$ cat src/rtl/iodelay_tap_ctrl_if.sv
// Command/completion bus between the bit-alignment logic and the IODELAY tap sequencer.
interface iodelay_tap_ctrl_if #(
    parameter int LANE_W = 2,
    parameter int DEPTH  = 7
);
    logic              cmd_valid;
    logic              cmd_ready;
    logic [1:0]        cmd_op;
    logic [LANE_W-1:0] cmd_lane;
    logic [DEPTH-1:0]  cmd_tap;
    logic              done;
    logic              done_sat;
    logic              done_err;
    logic              busy;

    modport master (
        output cmd_valid, cmd_op, cmd_lane, cmd_tap,
        input  cmd_ready, done, done_sat, done_err, busy
    );
    modport slave (
        input  cmd_valid, cmd_op, cmd_lane, cmd_tap,
        output cmd_ready, done, done_sat, done_err, busy
    );
endinterface

$ cat src/rtl/iodelay_tap_ctrl.sv
// Tap sequencer for a bank of GTP_IODELAY lanes: pulses LOAD_N / MOVE with DIRECTION setup
// and keeps a per-lane shadow of the current tap.
module iodelay_tap_ctrl #(
    parameter int NUM_LANE  = 4,
    parameter int LANE_W    = 2,
    parameter int DEPTH     = 7,
    parameter int INIT_STEP = 0,
    parameter int SETUP_CYC = 2,
    parameter int PULSE_CYC = 2
) (
    input  logic                clk,
    input  logic                rst_n,
    iodelay_tap_ctrl_if.slave   cmd,
    input  logic [LANE_W-1:0]   tap_rd_lane,
    output logic [DEPTH-1:0]    tap_rd,
    output logic [NUM_LANE-1:0] iod_load_n,
    output logic [NUM_LANE-1:0] iod_move,
    output logic [NUM_LANE-1:0] iod_dir
);
    localparam int CNT_W = 8;
    localparam logic [DEPTH-1:0] UB     = {DEPTH{1'b1}};
    localparam logic [DEPTH-1:0] INIT   = DEPTH'(INIT_STEP);
    localparam logic [CNT_W-1:0] S_LAST = CNT_W'(SETUP_CYC - 1);
    localparam logic [CNT_W-1:0] P_LAST = CNT_W'(PULSE_CYC - 1);

    typedef enum logic [2:0] {IDLE, LOAD, SETUP, MV_HI, MV_LO, DONE} state_t;

    state_t                          state_q, state_d;
    logic [CNT_W-1:0]                cnt_q, cnt_d;
    logic [LANE_W-1:0]               lane_q, lane_d;
    logic [DEPTH-1:0]                tgt_q, tgt_d;
    logic                            sat_q, sat_d, err_q, err_d;
    logic [NUM_LANE-1:0][DEPTH-1:0]  shadow_q, shadow_d;
    logic [NUM_LANE-1:0]             load_n_q, load_n_d, move_q, move_d, dir_q, dir_d;
    logic [DEPTH-1:0]                cur_tap, acc_tap;
    logic                            lane_ok;

    // Shadow muxes: active lane, lane being offered, and the read port.
    always_comb begin
        cur_tap = '0;
        acc_tap = '0;
        tap_rd  = '0;
        for (int i = 0; i < NUM_LANE; i++) begin
            if (lane_q == LANE_W'(i))          cur_tap = shadow_q[i];
            if (cmd.cmd_lane == LANE_W'(i))    acc_tap = shadow_q[i];
            if (tap_rd_lane == LANE_W'(i))     tap_rd  = shadow_q[i];
        end
        lane_ok = ({1'b0, cmd.cmd_lane} < (LANE_W+1)'(NUM_LANE));
    end

    always_ff @(posedge clk) begin
        if (!rst_n) begin
            state_q  <= IDLE;
            cnt_q    <= '0;
            lane_q   <= '0;
            tgt_q    <= '0;
            sat_q    <= 1'b0;
            err_q    <= 1'b0;
            shadow_q <= {NUM_LANE{INIT}};
            load_n_q <= '0;
            move_q   <= '0;
            dir_q    <= '0;
        end else begin
            state_q  <= state_d;
            cnt_q    <= cnt_d;
            lane_q   <= lane_d;
            tgt_q    <= tgt_d;
            sat_q    <= sat_d;
            err_q    <= err_d;
            shadow_q <= shadow_d;
            load_n_q <= load_n_d;
            move_q   <= move_d;
            dir_q    <= dir_d;
        end
    end

    always_comb begin
        state_d  = state_q;
        cnt_d    = cnt_q;
        lane_d   = lane_q;
        tgt_d    = tgt_q;
        sat_d    = sat_q;
        err_d    = err_q;
        shadow_d = shadow_q;
        case (state_q)
            IDLE: if (cmd.cmd_valid) begin
                lane_d = cmd.cmd_lane;
                tgt_d  = acc_tap;
                sat_d  = 1'b0;
                err_d  = 1'b0;
                if (!lane_ok) begin
                    err_d   = 1'b1;
                    state_d = DONE;
                end else begin
                    // INC/DEC become a GOTO; at a boundary the target stays put.
                    case (cmd.cmd_op)
                        2'b00: begin state_d = LOAD; cnt_d = P_LAST; end
                        2'b01: if (acc_tap == UB) sat_d = 1'b1; else tgt_d = acc_tap + DEPTH'(1);
                        2'b10: if (acc_tap == '0) sat_d = 1'b1; else tgt_d = acc_tap - DEPTH'(1);
                        default: tgt_d = cmd.cmd_tap;
                    endcase
                    if (cmd.cmd_op != 2'b00) begin
                        if (tgt_d == acc_tap) state_d = DONE;
                        else begin state_d = SETUP; cnt_d = S_LAST; end
                    end
                end
            end
            LOAD: if (cnt_q == '0) begin
                state_d = DONE;
                for (int i = 0; i < NUM_LANE; i++)
                    if (lane_q == LANE_W'(i)) shadow_d[i] = INIT;
            end else cnt_d = cnt_q - CNT_W'(1);
            SETUP: if (cnt_q == '0) begin
                state_d = MV_HI;
                cnt_d   = P_LAST;
            end else cnt_d = cnt_q - CNT_W'(1);
            MV_HI: if (cnt_q == '0) begin
                // The primitive steps on MOVE's falling edge, which is this transition.
                state_d = MV_LO;
                cnt_d   = S_LAST;
                for (int i = 0; i < NUM_LANE; i++)
                    if (lane_q == LANE_W'(i))
                        shadow_d[i] = (tgt_q > cur_tap) ? cur_tap + DEPTH'(1) : cur_tap - DEPTH'(1);
            end else cnt_d = cnt_q - CNT_W'(1);
            MV_LO: if (cnt_q == '0) begin
                if (cur_tap == tgt_q) state_d = DONE;
                else begin state_d = MV_HI; cnt_d = P_LAST; end
            end else cnt_d = cnt_q - CNT_W'(1);
            DONE: state_d = IDLE;
            default: state_d = IDLE;
        endcase
    end

    // Pin registers follow the next state so they line up with the state register.
    always_comb begin
        for (int i = 0; i < NUM_LANE; i++) begin
            load_n_d[i] = !(state_d == LOAD && lane_d == LANE_W'(i));
            move_d[i]   = (state_d == MV_HI && lane_d == LANE_W'(i));
            dir_d[i]    = (state_q == IDLE && state_d == SETUP && lane_d == LANE_W'(i))
                          ? (tgt_d < acc_tap) : dir_q[i];
        end
        cmd.cmd_ready = (state_q == IDLE);
        cmd.busy      = (state_q != IDLE);
        cmd.done      = (state_q == DONE);
        cmd.done_sat  = (state_q == DONE) && sat_q;
        cmd.done_err  = (state_q == DONE) && err_q;
        iod_load_n    = load_n_q;
        iod_move      = move_q;
        iod_dir       = dir_q;
    end
endmodule

$ cat src/flat_wrapper.sv
// flat-port wrapper written by rule: the top's interface ports become plain ports
module iodelay_tap_ctrl_flat 
#(
    parameter int NUM_LANE  = 4,
    parameter int LANE_W    = 2,
    parameter int DEPTH     = 7,
    parameter int INIT_STEP = 0,
    parameter int SETUP_CYC = 2,
    parameter int PULSE_CYC = 2
)
  (clk, rst_n, tap_rd_lane, tap_rd, iod_load_n, iod_move, iod_dir, cmd_cmd_valid, cmd_cmd_op, cmd_cmd_lane, cmd_cmd_tap, cmd_cmd_ready, cmd_done, cmd_done_sat, cmd_done_err, cmd_busy);
  iodelay_tap_ctrl_if #(.LANE_W(LANE_W), .DEPTH(DEPTH)) cmd_i ();
  input  logic clk;
  input  logic rst_n;
  input  logic [LANE_W-1:0] tap_rd_lane;
  output logic [DEPTH-1:0] tap_rd;
  output logic [NUM_LANE-1:0] iod_load_n;
  output logic [NUM_LANE-1:0] iod_move;
  output logic [NUM_LANE-1:0] iod_dir;
  input wire logic [$bits(cmd_i.cmd_valid)-1:0] cmd_cmd_valid;
  input wire logic [$bits(cmd_i.cmd_op)-1:0] cmd_cmd_op;
  input wire logic [$bits(cmd_i.cmd_lane)-1:0] cmd_cmd_lane;
  input wire logic [$bits(cmd_i.cmd_tap)-1:0] cmd_cmd_tap;
  output wire logic [$bits(cmd_i.cmd_ready)-1:0] cmd_cmd_ready;
  output wire logic [$bits(cmd_i.done)-1:0] cmd_done;
  output wire logic [$bits(cmd_i.done_sat)-1:0] cmd_done_sat;
  output wire logic [$bits(cmd_i.done_err)-1:0] cmd_done_err;
  output wire logic [$bits(cmd_i.busy)-1:0] cmd_busy;
  assign cmd_i.cmd_valid = cmd_cmd_valid;
  assign cmd_i.cmd_op = cmd_cmd_op;
  assign cmd_i.cmd_lane = cmd_cmd_lane;
  assign cmd_i.cmd_tap = cmd_cmd_tap;
  assign cmd_cmd_ready = cmd_i.cmd_ready;
  assign cmd_done = cmd_i.done;
  assign cmd_done_sat = cmd_i.done_sat;
  assign cmd_done_err = cmd_i.done_err;
  assign cmd_busy = cmd_i.busy;
  iodelay_tap_ctrl #(.NUM_LANE(NUM_LANE), .LANE_W(LANE_W), .DEPTH(DEPTH), .INIT_STEP(INIT_STEP), .SETUP_CYC(SETUP_CYC), .PULSE_CYC(PULSE_CYC)) u_core (.clk(clk), .rst_n(rst_n), .cmd(cmd_i), .tap_rd_lane(tap_rd_lane), .tap_rd(tap_rd), .iod_load_n(iod_load_n), .iod_move(iod_move), .iod_dir(iod_dir));
endmodule
$ cat config.mk
export PLATFORM = sky130hd
export DESIGN_NAME = iodelay_tap_ctrl_flat
export DESIGN_NICKNAME = d
export VERILOG_FILES = /design/src/rtl/iodelay_tap_ctrl_if.sv /design/src/rtl/iodelay_tap_ctrl.sv /design/src/flat_wrapper.sv
export SDC_FILE = /design/constraint.sdc
export NUM_CORES = 1
export LEC_CHECK = 0
export BUFFER_PORTS_ARGS = -buffer_cell sky130_fd_sc_hd__buf_2
export CAP_MARGIN = 10
export CORE_ASPECT_RATIO = 0.5
export CORE_MARGIN = 2
export CORE_UTILIZATION = 25
export CTS_CLUSTER_DIAMETER = 150
export DETAILED_ROUTE_END_ITERATION = 7
export MAX_ROUTING_LAYER = met4
export SLEW_MARGIN = 20
export SYNTH_ARGS = -nofsm -noshare
export SYNTH_HDL_FRONTEND = slang
export SYNTH_SLANG_ARGS = --single-unit
$ cat constraint.sdc
create_clock -name clk -period 5.3 [get_ports clk]
set_input_delay 0.265 -clock clk [delete_from_list [all_inputs] [get_ports clk]]
set_output_delay 0.265 -clock clk [all_outputs]
set_load 0.02 [all_outputs]
==> results of run 1 <==
==> layer usage <==
layer | up-vias | track usage (%) | share of wire [%]
li1 | 2160 | - | -
met1 | 2262 | 20.0 | 48
met2 | 168 | 23.0 | 44
met3 | 26 | 2.65 | 5.7
met4 | 0 | 3.70 | 1.9
met5 | - | - | 0
==> synthesized netlist by cell type (3+ instances only) <==
master	count	area share, %
nor3_1	19	2.0
nor2b_1	8	1.0
or3_1	5	0.65
a21o_1	3	0.47
mux2i_1	17	3.5
o21a_1	5	0.78
a211oi_1	4	0.62
dfxtp_1	61	25
xnor2_1	8	1.4
a22o_1	3	0.54
nor2_1	48	3.7
a2111oi_4	3	1.7
ha_1	27	7.0
mux4_1	4	2.2
o22ai_1	3	0.39
nand3b_1	5	0.78
a31oi_1	8	1.0
inv_1	27	2.1
buf_2	5	0.52
a21oi_1	49	5.1
nand2_1	45	3.5
xor2_1	3	0.54
and3_1	5	0.65
and2_1	15	1.9
nor4_1	4	0.52
o21ai_0	24	2.5
nand4_1	9	1.2
buf_6	4	0.93
o311ai_0	4	0.72
clkbuf_1	29	2.2
nor3b_1	4	0.62
or2_2	5	0.65
o31ai_1	8	1.2
mux4_2	17	7.9
nand2b_1	10	1.3
nand3_1	28	2.9
==> state kept, by name, summed over array words and instances, names as in the netlist <==
| signal | flops |
|---|---|
| u_core.cnt_q | 8 |
| u_core.iod_dir | 4 |
| u_core.iod_load_n | 4 |
| u_core.iod_move | 4 |
| u_core.lane_q | 2 |
| u_core.sat_q | 1 |
| u_core.shadow_q | 28 |
| u_core.state_q | 3 |
| u_core.tgt_q | 7 |
==> kinds of logic (layout without fill, tap and decap cells) <==
kind of cell	Yosys count	after routing
AOI/OAI and AO/OA	146	146
xor gates and xnor gates	11	11
adders and majority gates	28	28
buffers and inverters	70	88
DFF	61	61
muxes	40	40
other	1	1
and+or+nand+nor	221	221
==> stage by stage <==
| step | util (%) | hold slack (ns) |
|---|---|---|
| floorplan | - | 0.427 |
| global placement | 27.8 | 0.439 |
| detailed placement | 27.8 | 0.447 |
| CTS | 29.4 | 0.355 |
| global route | 29.4 | 0.394 |
| finish | 29.4 | 0.357 |
==> worst register-to-register path: stages (launching register included) <==
cell and delay (ns):
dfxtp_1 0.53, buf_4 0.28, mux4_2 0.57, inv_1 0.09, ha_1 0.24, nand4_1 0.11, or2_2 0.14, o21ai_0 0.07
a21oi_1 0.35, inv_1 0.22, ha_1 0.36, nor2b_1 0.15, o21ai_0 0.14, nand2b_1 0.11, a21o_1 0.20, a21oi_1 0.17
xnor2_1 0.10, xnor2_1 0.34, o31ai_1 0.11
==> cells in the final DEF, fill, tap and decap left out, types with 5 or more instances in the layout <==
cell type / netlist / routed
a21oi_1: 49 / 49
and2_1: 15 / 15
inv_1: 27 / 27
xnor2_1: 8 / 8
and3_1: 5 / 5
nand3_1: 28 / 28
o21ai_0: 24 / 24
o21a_1: 5 / 5
o31ai_1: 8 / 8
mux4_2: 17 / 17
nor2_1: 48 / 48
or3_1: 5 / 5
nand2b_1: 10 / 10
nor2b_1: 8 / 8
buf_4: 2 / 6
mux2i_1: 17 / 17
nand4_1: 9 / 9
a31oi_1: 8 / 8
nand3b_1: 5 / 5
ha_1: 27 / 27
nor3_1: 19 / 18
clkbuf_16: 0 / 9
nand2_1: 45 / 45
buf_2: 5 / 38
dfxtp_1: 61 / 61
or2_2: 5 / 5
==> cell type report <==
cell class / instances / area share, %
flip-flops and latches: 61 / 22.2
multi-input cells: 447 / 60.2
clock buffers: 13 / 4.73
repair buffers: 44 / 4.27
inverters: 28 / 1.91
clock inverters: 3 / 0.795
well taps: 259 / 5.89
==> worst paths after layout <==
kind | from | to | slack [ns]
hold reg to reg | u_core.sat_q | u_core.sat_q | 0.45
setup reg to reg | u_core.lane_q[0] | u_core.shadow_q[20] | 0.88
setup / recovery | cmd_cmd_lane[0] | u_core.iod_dir[2] | 0.88
hold / removal | cmd_cmd_lane[1] | u_core.lane_q[1] | 0.36
==> power by group through the flow <==
stage	registers [mW]	logic, mW	clock network [mW]
finish	0.594	0.951	0.596
global route	0.604	1.06	0.634
CTS	0.591	0.942	0.607
detailed placement	0.599	0.938	0
global placement	0.597	0.914	0
floorplan	0.576	0.727	0
==> metrics.cfg, run 1 <==
[status]
status=finished clean

[global_route]
gr-total-overflow=0
track_usage_pct=14.8
grt_max_degree=38
antenna_found_initial=0
grt_pass1_vias=4215
grt_pass1_wl_um=23200

[worst_setup_path]
path_cells=buf_2, mux4_2, inv_1, ha_1, nand2_1, o22ai_1, a21oi_1, a211oi_1, nor2_1, or4_1, a22o_1, ha_1, nand4_1, o311ai_0, mux2i_1
critPathSlowestCell=mux4_2
crit_path_start_kind=input pin
crit_path_frequent_cell=ha_1
path_depth=15
critPathKind=input pin to register
cpLargestDelayFamily=compound AO/OA/AOI/OAI gates
arrival_ns=4.60
critPathBufInv=2
worstSetupEndpointType=register
crit_fanout=16
crit_path_max_incr_delay_ns=0.70
cp.required_ns=5.48
reg2regPathDepth=18

[routing]
avgViaCountPerCell=5.40
ant_nets=0
drc=0
wl_per_cell_um=17.1
first_pass_iters=4
routed_wl_um=14600
via_count=4616
drtIter0Drc=340

[power]
ir_drop_mv=0.187
leakage_nw=2.13
p_switching_mw=0.900
p_total_mw=2.14
power.density_mw_per_mm2=389
clockPowerShare_pct=27.8
sw_frac_of_total_pct=42.0
comb_power_share_pct=44.4
intPower_mw=1.24
pwr-share-seq_pct=27.7

[die]
ioPinCount=40
die_w_um=201
dieArea_mm2=0.0205
die_y_um=102
rows=35
initial_core_util_pct=25.9
core_mm2=0.0187

[clock_tree]
cts_resized=0
path_clk_slew_ns=0.05
clock-root-buffer=clkbuf_16
cts_hold_buf=0
cts_tree=done
cts_max_level=3
cts_buffers=9
cts.sinks=61
clk_latency_ns=0.33
cts_setup_buffers=0
clk_path_buf_depth=2

[cells_and_area]
antenna_cells=0
areaGrowthSynthToFinish_pct=13.8
fin_area_mm2=0.00551
layout-drive-gt1-share_pct=16.1
final_cells=855
nFillCells=1995
multiInputGateArea_mm2=0.00332
final_nets=635
seq_area_mm2=0.00122

[yosys]
async_reset_ff_share_pct=0
syn_area_mm2=0.00484
yosysWarnings=0
ys.flop_type=dfxtp_1
postSynthAreaPerCell_um2=8.37
synthAdderAreaFrac_pct=7.40
synth_top_family_by_area=simple AND/OR/NAND/NOR gates
synth_fp_nets=622
syn_inst=578
synth_seq_cells=61
yosys.area_share.simple_pct=23.9
synth_compound_area_share_pct=21.0
ys_seq_area_share_pct=25.2
netlist-cell-type-count=73
synth_xor_xnor_area_share_pct=1.99
synthMuxAreaShare_pct=14.1
synth-edff-count=0

[place]
port-buffer-count=38
dp.cells=839
gp_congestion=0.958
place_area_mm2=0.00520
pre_cts_slack_ns=0.513
hpwlAfterDp_um=10900

[flow_run]
maxCapViolations=0

[sta]
setup_ws_ns=0.879
period_minus_slack_ns=4.42
slew_headroom_pct=29.1
tightest_slew_ns=1.06
setup_tns_ns=0
hold_violations=0
finalMaxSlewViolations=0
max_freq_mhz=226
fin_crit_sh_pct=83.4
fin_worst_skew_ns=0.00567
finalSetupViolations=0
rsz0062_at_grt=false

[min_path]
holdPathStages=3
holdCritPathClass=input pin to register

No activity file was read; power rests on OpenSTA's default activity.
==> inputs of run 2 (changes only) <==
clock period = 4.56 ns   (was 5.3 ns; I/O delays follow)
==> run 2 against run 1 <==
Die area stayed put. Power is 18% higher. Hold slack got worse by 0.028 ns. Combinational power increased by 24%. Clock-buffer cell count did not move. Non-clock buffer count rose by 11. Setup slack got worse by 0.62 ns. Clock power rose by 12%. Final cell count rose by 1.3%. Critical path type is now register to register. Highest routed layer unchanged.
==> metrics.cfg, run 2 (synthesis results as in run 1) <==
[place]
gp_congestion=0.953  ; -0.54%
place_area_mm2=0.00528  ; +1.6%
port-buffer-count=38  ; unchanged
dp.cells=850  ; +1.3%
hpwlAfterDp_um=11100  ; +2.3%

[die]
initial_core_util_pct=25.9  ; unchanged
dieArea_mm2=0.0205  ; unchanged
core_mm2=0.0187  ; unchanged
rows=35  ; unchanged
ioPinCount=40  ; unchanged
die_y_um=102  ; unchanged
die_w_um=201  ; unchanged

[sta]
slew_headroom_pct=37.0  ; +7.9 points
period_minus_slack_ns=4.30
fin_crit_sh_pct=94.4
fin_worst_skew_ns=0.00665  ; +0.000979 ns
hold_violations=0  ; unchanged
finalSetupViolations=0  ; unchanged
tightest_slew_ns=0.941  ; -0.120 ns
setup_tns_ns=0  ; unchanged
max_freq_mhz=232
finalMaxSlewViolations=0  ; unchanged

[worst_setup_path]
path_cells=mux4_2, inv_1, ha_1, nor2b_1, o21a_1, o21a_1, o21a_1, o21ai_0, a21oi_1, inv_1, ha_1, nor2b_1, o21ai_0, nand2b_1, a21o_1, a21oi_1, xnor2_1, xnor2_2, o31ai_1
cp.required_ns=4.79  ; -0.69 ns
critPathBufInv=2  ; unchanged
crit_path_max_incr_delay_ns=0.56  ; -0.14 ns
r2r_setup_slack_ns=0.26  ; -0.62 ns
cpLargestDelayFamily=compound AO/OA/AOI/OAI gates
startpoint=u_core.lane_q[0]
crit_path_frequent_cell=o21a_1
worstSetupEndpointType=register
timing.rr.start=u_core.lane_q[0]
critPathKind=register to register
rr_endpoint=u_core.shadow_q[27]
critPathSlowestCell=mux4_2
arrival_ns=4.54  ; -0.06 ns
reg2regPathDepth=19  ; +1
crit_fanout=7  ; -9
crit_path_start_kind=register

[cells_and_area]
final_cell_mix=dfxtp_1, a21oi_1, nor2_1
largest_registers=u_core.shadow_q (28), u_core.cnt_q (8), u_core.tgt_q (7)
final_nets=646  ; +1.7%
final_common_cell=dfxtp_1
final_cells=866  ; +1.3%
nFillCells=1999  ; +0.20%
seq_area_mm2=0.00122  ; +0.10%
top_register=u_core.shadow_q
antenna_cells=0  ; unchanged
layout-drive-gt1-share_pct=18.3  ; +2.2 points
areaGrowthSynthToFinish_pct=15.5
fin_area_mm2=0.00559  ; +1.5%
largest_register_ffs=28  ; unchanged
multiInputGateArea_mm2=0.00332  ; +0.23%

[min_path]
min_from=cmd_cmd_lane[1]
holdPathStages=3  ; unchanged
holdCritPathClass=input pin to register
min_delay_worst_endpoint=u_core.lane_q[1]

[clock_tree]
cts_buffers=9  ; unchanged
cts_tree=done
clk_path_buf_depth=2  ; unchanged
clock-root-buffer=clkbuf_16
path_clk_slew_ns=0.05  ; about the same
cts.sinks=61  ; unchanged
clk_latency_ns=0.34  ; about the same
cts_setup_buffers=0  ; unchanged
cts_max_level=3  ; unchanged

[power]
power.density_mw_per_mm2=454  ; +17%
leakage_nw=2.18  ; +2.7%
ir_drop_mv=0.264  ; +41%

[global_route]
met1_usage_pct=20.1  ; +0.10 points
globalRouteMet2Util_pct=23.4  ; +0.37 points
grt_max_degree=38  ; unchanged
gr-total-overflow=0  ; unchanged
grt-busiest-layer=met2
track_usage_pct=15.0  ; +0.21 points
use_met3_pct=2.84  ; +0.19 points
grt_pass1_vias=4373  ; +3.7%
antenna_found_initial=0  ; unchanged
grt_pass1_wl_um=23700  ; +2.1%

[routing]
first_pass_iters=5  ; +1
avgViaCountPerCell=5.35  ; -0.93%
drc=0  ; unchanged
ant_nets=0  ; unchanged
routed_wl_um=15100  ; +3.3%
wl_per_cell_um=17.4  ; +2.0%
drtIter0Drc=456  ; +34%
via_count=4632  ; +0.35%

[status]
status=finished clean

[flow_run]
maxCapViolations=0  ; unchanged

run 2: worst min-delay path: stages:
cell	delay, ns
buf_2	0.22
nand2_1	0.10
a21oi_1	0.06
run 2: timing repair:
item | 4_1_cts | 5_1_grt
resized for setup | 0 | 2
hold buffers | 0 | 0
endpoints found under the setup margin | 0 | 4
run 2: area by class of cell:
| type | instances | share of cell area (%) |
|---|---|---|
| multi-input cells | 447 | 59.4 |
| repair buffers | 55 | 5.68 |
| inverters | 28 | 1.88 |
| flip-flops and latches | 61 | 21.9 |
| clock inverters | 3 | 0.313 |
| clock buffers | 13 | 5.01 |
| well taps | 259 | 5.80 |
run 2: worst max-delay path by stage:
stage | to | slack [ns] | cells after the start
4_1_cts | u_core.shadow_q[27] | 0.23 | 19
3_3_place_gp | u_core.iod_dir[0] | 0.27 | 17
6_report | u_core.shadow_q[27] | 0.26 | 19
3_5_place_dp | u_core.iod_dir[2] | 0.17 | 17
2_1_floorplan | u_core.shadow_q[13] | 0.24 | 21
5_1_grt | u_core.shadow_q[6] | -0.02 | 19
run 2: metal layers:
layer	share of wire, %	vias to the layer above	wire length, µm
met5	0	-	0
met4	1.3	0	193
met1	49	2263	7340
li1	-	2188	-
met3	5.7	23	867
met2	44	158	6710
run 2: report_power, final:
part | switching, mW | leakage [nW] | internal [mW]
clock network | 0.245 | 0.148 | 0.425
registers | 0.0838 | 0.496 | 0.604
logic | 0.749 | 1.54 | 0.428
total | 1.08 | 2.18 | 1.46
run 2: per-stage QoR:
| stage | power (mW) | setup WS (ns) | hold slack [ns] | utilization [%] |
|---|---|---|---|---|
| 2_1_floorplan | 1.51 | 0.245 | 0.427 | - |
| 3_3_place_gp | 1.80 | 0.275 | 0.438 | 28.3 |
| 3_5_place_dp | 1.84 | 0.166 | 0.442 | 28.3 |
| 4_1_cts | 2.51 | 0.235 | 0.332 | 29.8 |
| 5_1_grt | 2.69 | -0.0248 | 0.368 | 29.9 |
| 6_report | 2.54 | 0.257 | 0.330 | 29.9 |
==> inputs of run 3 (changes only) <==
BUFFER_PORTS_ARGS = -buffer_cell sky130_fd_sc_hd__buf_4   (was -buffer_cell sky130_fd_sc_hd__buf_2)
REMOVE_ABC_BUFFERS = 1   (was default)
==> run 3 against run 2 <==
First-iteration DRC count down 5.3%. Critical path depth shrank 4. Register-to-register slack better by 0.15 ns. Combinational power is 3% lower. Via count decreased by 2.3%. Hold slack got worse by 0.072 ns. Highest routed layer unchanged.
==> metrics.cfg, run 3 (synthesis results as in run 1) <==
[global_route]
grt_max_degree=38  ; unchanged
grt_pass1_vias=4355  ; -0.41%
grt_pass1_wl_um=23100  ; -2.2%
track_usage_pct=14.7  ; -0.28 points
antenna_found_initial=0  ; unchanged
gr-total-overflow=0  ; unchanged

[clock_tree]
clock-root-buffer=clkbuf_16
cts_max_level=3  ; unchanged
cts_tree=done
clk_path_buf_depth=2  ; unchanged
path_clk_slew_ns=0.05  ; about the same
cts.sinks=61  ; unchanged
clk_latency_ns=0.34  ; about the same
cts_setup_buffers=0  ; unchanged
cts_buffers=9  ; unchanged

[worst_setup_path]
r2r_setup_slack_ns=0.41  ; +0.15 ns
setup.worst_path.end=u_core.iod_dir[2]
worstSetupEndpointType=register
critPathKind=register to register
cp.required_ns=4.76  ; -0.03 ns
arrival_ns=4.35  ; -0.19 ns
startpoint=u_core.shadow_q[21]
reg2regPathDepth=15  ; -4
crit_path_start_kind=register
rr_endpoint=u_core.iod_dir[2]
crit_fanout=8  ; +1
timing.rr.start=u_core.shadow_q[21]

[sta]
hold_violations=0  ; unchanged
tightest_slew_ns=1.01  ; +0.0698 ns
rsz0062_at_grt=false
max_freq_mhz=241  ; +3.7%
setup_tns_ns=0  ; unchanged
period_minus_slack_ns=4.15  ; -0.153 ns
setup_ws_ns=0.410  ; +0.153 ns
slew_headroom_pct=32.5  ; -4.5 points
finalMaxSlewViolations=0  ; unchanged
fin_worst_skew_ns=0.00652  ; -0.000130 ns
finalSetupViolations=0  ; unchanged
fin_crit_sh_pct=91.0  ; -3.4 points

[cells_and_area]
final_common_cell=dfxtp_1
final_cell_mix=dfxtp_1, buf_4, a21oi_1, nor2_1, nand2_1
layout-drive-gt1-share_pct=18.0  ; -0.27 points
areaGrowthSynthToFinish_pct=17.7
antenna_cells=0  ; unchanged
nFillCells=1983  ; -0.80%
largest_registers=u_core.shadow_q (28), u_core.cnt_q (8), u_core.tgt_q (7)
top_register=u_core.shadow_q
final_nets=644  ; -0.31%
fin_area_mm2=0.00570  ; +1.9%
largest_register_ffs=28  ; unchanged

[power]
p_switching_mw=1.05  ; -2.4%
intPower_mw=1.52  ; +4.5%
comb_power_share_pct=44.4  ; -2.0 points
power.density_mw_per_mm2=452  ; -0.32%
leakage_nw=2.20  ; +0.80%
pwr-share-seq_pct=26.7  ; -0.4 points
ir_drop_mv=0.227  ; -14%
clockPowerShare_pct=28.9  ; +2.5 points
sw_frac_of_total_pct=40.9  ; -1.7 points
p_total_mw=2.58  ; +1.6%

[die]
core_mm2=0.0187  ; unchanged
die_y_um=102  ; unchanged
die_w_um=201  ; unchanged
ioPinCount=40  ; unchanged
rows=35  ; unchanged
initial_core_util_pct=25.9  ; unchanged
dieArea_mm2=0.0205  ; unchanged

[place]
port-buffer-count=38  ; unchanged
pre_cts_slack_ns=0.293  ; +0.127 ns
hpwlAfterDp_um=10500  ; -5.5%
place_area_mm2=0.00536  ; +1.4%
gp_congestion=0.929  ; -2.5%

[routing]
wl_per_cell_um=16.5  ; -5.4%
drc=0  ; unchanged
via_count=4526  ; -2.3%
routed_wl_um=14300  ; -5.7%
first_pass_iters=5  ; unchanged
ant_nets=0  ; unchanged
drtIter0Drc=432  ; -5.3%
avgViaCountPerCell=5.24  ; -2.1%

[flow_run]
maxCapViolations=0  ; unchanged

[status]
status=finished clean

[min_path]
holdCritPathClass=input pin to register

-- run 3: metal layers --
layer,global-route usage (%),up-vias,part of all wire [%]
li1,-,2189,-
met1,19.1,2219,48
met2,24.0,105,46
met3,2.04,13,4.2
met4,4.73,0,1.4
met5,-,-,0
-- run 3: worst max-delay path, stage by stage, from the launching register on --
cell,delay [ns]
dfxtp_1,0.33
mux4_2,0.59
inv_1,0.22
ha_1,0.21
nand2_1,0.07
o22ai_1,0.30
a21oi_1,0.23
a211oi_1,0.25
nor2_1,0.05
or4_1,0.48
a22o_1,0.21
ha_1,0.29
nand4_1,0.12
o311ai_0,0.40
buf_4,0.20
mux2i_1,0.06
-- run 3: worst min path at each step --
| stage | slack, ns | from | cells past startpoint | end |
|---|---|---|---|---|
| floorplan | 0.35 | rst_n | 1 | u_core.tgt_q[1] |
| global placement | 0.44 | u_core.sat_q | 2 | u_core.sat_q |
| detailed placement | 0.45 | u_core.sat_q | 2 | u_core.sat_q |
| CTS | 0.26 | cmd_cmd_lane[1] | 3 | u_core.lane_q[1] |
| global route | 0.26 | cmd_cmd_lane[1] | 3 | u_core.lane_q[1] |
| finish | 0.26 | cmd_cmd_lane[1] | 3 | u_core.lane_q[1] |
-- run 3: timing repair --
action / 4_1_cts / 5_1_grt
hold buffers: 0 / 0
setup endpoints to repair: 0 / 4
gates resized for setup: 0 / 3
-- run 3: cell type report --
cell class                      instances  area (µm²)  area share [%]
Clock buffer                           10         239            4.20
Multi-Input combinational cell        447        3320            58.3
Inverter                               28         105            1.84
Tap cell                              259         324            5.69
Clock inverter                          6        86.3            1.52
Sequential cell                        61        1220            21.5
Timing Repair Buffer                   53         398            6.98
-- run 3: metrics by stage --
step | utilization [%] | hold WS (ns) | instances
CTS | 30.4 | 0.256 | 864
global route | 30.5 | 0.264 | 864
finish | 30.5 | 0.258 | 864
detailed placement | 28.7 | 0.452 | 848
global placement | 28.7 | 0.443 | 848
floorplan | - | 0.350 | 536
-- run 3: power groups by stage --
stage	Combinational, mW	Sequential (mW)	Clock [mW]
after global routing	1.28	0.700	0.780
after floorplan	0.781	0.695	0
after CTS	1.13	0.685	0.754
after detailed placement	1.12	0.696	0
final	1.14	0.687	0.745
after global placement	1.09	0.693	0
